[src/rtl/stream_demux_1x2_if.sv]
// Handshake bundle for the 1:2 stream demux: one tagged input stream, two output streams, debug counters.
// slave = demux side, master = source/sink side.
interface stream_demux_1x2_if #(
    parameter int DATA_W = 8,
    parameter int CNT_W  = 8
);
    logic [DATA_W-1:0] in_data;
    logic              in_sel;
    logic              in_valid;
    logic              in_ready;
    logic [DATA_W-1:0] out0_data;
    logic              out0_valid;
    logic              out0_ready;
    logic [DATA_W-1:0] out1_data;
    logic              out1_valid;
    logic              out1_ready;
    logic [CNT_W-1:0]  cnt0;
    logic [CNT_W-1:0]  cnt1;

    modport slave (
        input  in_data, in_sel, in_valid, out0_ready, out1_ready,
        output in_ready, out0_data, out0_valid, out1_data, out1_valid, cnt0, cnt1
    );

    modport master (
        output in_data, in_sel, in_valid, out0_ready, out1_ready,
        input  in_ready, out0_data, out0_valid, out1_data, out1_valid, cnt0, cnt1
    );
endinterface

[src/rtl/stream_demux_1x2.sv]
// Registered 1:2 stream demux steering each word by in_sel into a one-entry slot per channel.
// Latency: 1 cycle from accept to outX_valid; one word per cycle per channel sustained.
// Backpressure: in_ready follows only the addressed slot, so a stalled channel never blocks the other.
module stream_demux_1x2 #(
    parameter int DATA_W = 8,
    parameter int CNT_W  = 8
) (
    input  logic               clk,
    input  logic               reset_n,
    stream_demux_1x2_if.slave  bus
);
    typedef enum logic {EMPTY = 1'b0, FULL = 1'b1} slot_t;

    slot_t             state0_q, state0_d;
    slot_t             state1_q, state1_d;
    logic [DATA_W-1:0] data0_q, data1_q;
    logic [CNT_W-1:0]  cnt0_q, cnt1_q;
    logic              free0, free1;
    logic              in_ready_int;
    logic              acc0, acc1;
    logic              drain0, drain1;

    // A slot can take a word if it is empty or is being drained this same edge.
    assign free0        = (state0_q == EMPTY) | bus.out0_ready;
    assign free1        = (state1_q == EMPTY) | bus.out1_ready;
    assign in_ready_int = bus.in_sel ? free1 : free0;

    assign acc0   = bus.in_valid & in_ready_int & ~bus.in_sel;
    assign acc1   = bus.in_valid & in_ready_int &  bus.in_sel;
    assign drain0 = (state0_q == FULL) & bus.out0_ready;
    assign drain1 = (state1_q == FULL) & bus.out1_ready;

    always_ff @(posedge clk or negedge reset_n) begin
        if (!reset_n) begin
            state0_q <= EMPTY;
            state1_q <= EMPTY;
        end else begin
            state0_q <= state0_d;
            state1_q <= state1_d;
        end
    end

    always_comb begin
        state0_d = state0_q;
        state1_d = state1_q;
        unique case (state0_q)
            EMPTY: if (acc0) state0_d = FULL;
            FULL:  if (drain0 && !acc0) state0_d = EMPTY;
            default: state0_d = EMPTY;
        endcase
        unique case (state1_q)
            EMPTY: if (acc1) state1_d = FULL;
            FULL:  if (drain1 && !acc1) state1_d = EMPTY;
            default: state1_d = EMPTY;
        endcase
    end

    always_ff @(posedge clk or negedge reset_n) begin
        if (!reset_n) begin
            data0_q <= '0;
            data1_q <= '0;
            cnt0_q  <= '0;
            cnt1_q  <= '0;
        end else begin
            if (acc0) begin
                data0_q <= bus.in_data;
                cnt0_q  <= cnt0_q + 1'b1;
            end
            if (acc1) begin
                data1_q <= bus.in_data;
                cnt1_q  <= cnt1_q + 1'b1;
            end
        end
    end

    assign bus.in_ready   = in_ready_int;
    assign bus.out0_data  = data0_q;
    assign bus.out0_valid = (state0_q == FULL);
    assign bus.out1_data  = data1_q;
    assign bus.out1_valid = (state1_q == FULL);
    assign bus.cnt0       = cnt0_q;
    assign bus.cnt1       = cnt1_q;
endmodule

[src/flat_wrapper.sv]
// flat-port wrapper written by rule: the top's interface ports become plain ports
module stream_demux_1x2_flat 
#(
    parameter int DATA_W = 8,
    parameter int CNT_W  = 8
)
  (clk, reset_n, bus_in_data, bus_in_sel, bus_in_valid, bus_out0_ready, bus_out1_ready, bus_in_ready, bus_out0_data, bus_out0_valid, bus_out1_data, bus_out1_valid, bus_cnt0, bus_cnt1);
  stream_demux_1x2_if #(.DATA_W(DATA_W), .CNT_W(CNT_W)) bus_i ();
  input  logic clk;
  input  logic reset_n;
  input wire logic [$bits(bus_i.in_data)-1:0] bus_in_data;
  input wire logic [$bits(bus_i.in_sel)-1:0] bus_in_sel;
  input wire logic [$bits(bus_i.in_valid)-1:0] bus_in_valid;
  input wire logic [$bits(bus_i.out0_ready)-1:0] bus_out0_ready;
  input wire logic [$bits(bus_i.out1_ready)-1:0] bus_out1_ready;
  output wire logic [$bits(bus_i.in_ready)-1:0] bus_in_ready;
  output wire logic [$bits(bus_i.out0_data)-1:0] bus_out0_data;
  output wire logic [$bits(bus_i.out0_valid)-1:0] bus_out0_valid;
  output wire logic [$bits(bus_i.out1_data)-1:0] bus_out1_data;
  output wire logic [$bits(bus_i.out1_valid)-1:0] bus_out1_valid;
  output wire logic [$bits(bus_i.cnt0)-1:0] bus_cnt0;
  output wire logic [$bits(bus_i.cnt1)-1:0] bus_cnt1;
  assign bus_i.in_data = bus_in_data;
  assign bus_i.in_sel = bus_in_sel;
  assign bus_i.in_valid = bus_in_valid;
  assign bus_i.out0_ready = bus_out0_ready;
  assign bus_i.out1_ready = bus_out1_ready;
  assign bus_in_ready = bus_i.in_ready;
  assign bus_out0_data = bus_i.out0_data;
  assign bus_out0_valid = bus_i.out0_valid;
  assign bus_out1_data = bus_i.out1_data;
  assign bus_out1_valid = bus_i.out1_valid;
  assign bus_cnt0 = bus_i.cnt0;
  assign bus_cnt1 = bus_i.cnt1;
  stream_demux_1x2 #(.DATA_W(DATA_W), .CNT_W(CNT_W)) u_core (.clk(clk), .reset_n(reset_n), .bus(bus_i));
endmodule
[config.mk]
export PLATFORM = sky130hd
export DESIGN_NAME = stream_demux_1x2_flat
export DESIGN_NICKNAME = d
export VERILOG_FILES = /design/src/rtl/stream_demux_1x2_if.sv /design/src/rtl/stream_demux_1x2.sv /design/src/flat_wrapper.sv
export SDC_FILE = /design/constraint.sdc
export NUM_CORES = 1
export LEC_CHECK = 0
export ABC_AREA = 1
export CORE_ASPECT_RATIO = 1.25
export CORE_MARGIN = 5
export CORE_UTILIZATION = 30
export CTS_CLUSTER_DIAMETER = 30
export DETAILED_ROUTE_END_ITERATION = 10
export MAX_ROUTING_LAYER = met4
export PLACE_DENSITY = 0.54
export REMOVE_ABC_BUFFERS = 1
export SYNTH_ARGS = -nofsm -noshare
export SYNTH_HDL_FRONTEND = slang
export SYNTH_SLANG_ARGS = --single-unit
[constraint.sdc]
create_clock -name clk -period 1.55 [get_ports clk]
set_input_delay 0.3875 -clock clk [delete_from_list [all_inputs] [get_ports clk]]
set_output_delay 0.3875 -clock clk [all_outputs]
set_load 0.05 [all_outputs]
==> metrics.txt <==
wire per inst=about 12 um; Post-Synthesis Cells=approximately 180; vias in the first global route=1386; via count=1343; DRT antenna net count=0; first-pass GRT wire length=6600 um; crit-path max FO=2; DRC viols=0; H-tree levels=2; max_slew headroom=0.727; fin util=0.518; pwr dens=1560 nW/um^2; TNS Setup=0 ns; max-cap viol count=0; global-route usage over all layers=0.126; Crit Path Class=reg2out; RSZ-0062 raised after global routing=no; # diodes=0; crit path launch type=register; flops & latches, synth=34; RR Startpoint=u_core.bus.out0_valid; largest net degree at the start of global routing=20; # setup viols final=0; DP Worst Slack=-0.159 ns; post-synth top area cell=dfrtp_1; fmax=688 MHz; Max Slew Vio Count=0; min cycle time layout=1.45 ns; number of port buffers=48; top cell type's share of synthesized area=0.539; Detailed Route WL=between 3000 and 4000 um; Starting DRT DRC Count=53; hold crit path type=in2async; actual slew at the worst max-slew pin=0.410 ns; final setup margin=0.0974 ns; chip width=~75 um; # nets final=about 260; VDD IR max=1.02 mV; Post-Route Skew=0.00615 ns; area grow syn2layout=66.8%; register area share after synthesis=0.539; critical path required time=1.16 ns; DP Cell Count=between 200 and 300; Root Driver=clkbuf_8; final hold viol count=0; FILL cells=468; Synth area leaders=dfrtp_1 (54%), nand2_1 (15%), inv_1 (5.2%); CP startpoint=u_core.bus.out0_valid; initial antenna violation count=0; Hold Slack=0.0317 ns; IO Pins=a little under 50; core area=between 5000 and 6000 sq um; First-pass DRT Iterations=4; row count=29; Max Buffers Root-to-Sink=2; Synth cell types=21; clk_lat worst skew=0.28 ns; CTS Sinks=34; Tcrit/Tclk final=0.937; GP Congestion=around 0.77; CP Capture Type=output pin; outcome=completed; share of post-route cells with drive strength above 1=0.291; yosys warns=0; clk slew on worst S/H paths=0.06 ns; Syn Area/Cell=8.72 sq um; hpwl dp=2840 um; total congestion overflow=0; Die Ht=91.1 um; initial core utilization=0.311; Avg Vias per Cell=4.35; Die Area=6820 sq um; CTS Buf Count=5; CTS Hold Buffers Added=0; data arrival time of the critical path=1.07 ns; Leakage=1.27 nW; TritonCTS clock tree=yes; Syn Std Cell Area=1580 sq um; fin cells=309
Yosys cell counts (all sizes together):
master,instances
nand3b,3
inv,24
o21ai,23
xnor2,1
buf,4
dfrtp,34
xor2,3
nand3,6
nor3,3
nor2,9
nand2,66
ha,2
nand4,3
metal layers:
layer  GRT usage  share of wire  up-vias
li1            -              -      695
met1       0.167           0.45      605
met2       0.186           0.48       38
met3      0.0331          0.055        5
met4      0.0401          0.015        0
met5           -              0        -
final timing paths:
| check | end | depth (start not counted) | slack, ns |
|---|---|---|---|
| worst max-delay path | bus_in_ready | 4 | 0.1 |
| worst min-delay path | u_core.bus.out1_valid | 1 | 0.03 |
| worst max register to register | u_core.bus.out0_data[7] | 8 | 0.17 |
| worst min register to register | u_core.bus.out0_data[6] | 2 | 0.54 |
| max in group asynchronous | u_core.bus.out1_data[7] | 2 | 1.04 |
| min in group clk | u_core.bus.out0_data[6] | 2 | 0.54 |
flip-flops by register name, summed over array words and instances, names as in the netlist:
register	flops
u_core.bus.out1_valid	1
u_core.bus.out0_valid	1
u_core.bus.cnt0	8
u_core.bus.out1_data	8
u_core.bus.cnt1	8
u_core.bus.out0_data	8
where the power goes:
part / internal [mW] / switching, mW
Sequential: 1.09 / 0.333
Clock: 0.309 / 0.294
Combinational: 0.983 / 1.09
cells by family after synthesis:
family | count (synthesis) | synth area share
buffers and inverters | 28 | 0.0832
AO/OA/AOI/OAI | 23 | 0.0895
adder cells (fa/ha/maj) | 2 | 0.0158
XOR/XNOR | 4 | 0.0222
flip-flops | 34 | 0.539
AND/OR/NAND/NOR | 90 | 0.250
area by class of cell:
class | count | area (sq um) | share of cell area
Timing Repair Buffer | 63 | 935 | 0.355
Multi-Input combinational cell | 119 | 604 | 0.229
Inverter | 24 | 90.1 | 0.0342
Tap cell | 62 | 77.6 | 0.0295
Clock buffer | 7 | 76.3 | 0.0290
Sequential cell | 34 | 851 | 0.323
metrics by stage:
| step | cell area (sq um) | power (mW) |
|---|---|---|
| after floorplan | 1540 | 2.37 |
| after global placement | 2520 | 3.50 |
| after detailed placement | 2520 | 3.52 |
| after CTS | 2630 | 4.16 |
| after global routing | 2630 | 4.33 |
| final | 2630 | 4.10 |
placed cells by master, fill, tap and decap left out:
| master | instances |
|---|---|
| nand3b_1 | 3 |
| ha_1 | 2 |
| nand3_2 | 1 |
| nand3_1 | 4 |
| xor2_1 | 3 |
| xnor2_1 | 1 |
| buf_12 | 35 |
| nor3_1 | 3 |
| nand2_1 | 62 |
| nand2_2 | 4 |
| o21ai_2 | 7 |
| dfrtp_1 | 34 |
| buf_4 | 15 |
| nor2_1 | 8 |
| dlygate4sd2_1 | 3 |
| buf_2 | 1 |
| nor2_4 | 1 |
| clkbuf_8 | 5 |
| inv_2 | 2 |
| o21ai_1 | 3 |
| o21ai_0 | 13 |
| inv_1 | 22 |
| clkdlybuf4s50_1 | 9 |
| nand3_4 | 1 |
| nand4_1 | 3 |
| clkbuf_1 | 2 |
what timing repair did:
| item | CTS | global route |
|---|---|---|
| hold endpoints to repair | 0 | 0 |
| setup endpoints to repair | 1 | 0 |
| setup buffers | 5 | 0 |
| resized for setup | 6 | 0 |
worst max-delay path, cell delays in order, from the launching register on:
cell	delay [ns]
dfrtp_1	0.41
nand2_2	0.09
nand2_1	0.06
nand2_2	0.08
buf_12	0.13
No activity file was read; power rests on OpenSTA's default activity.
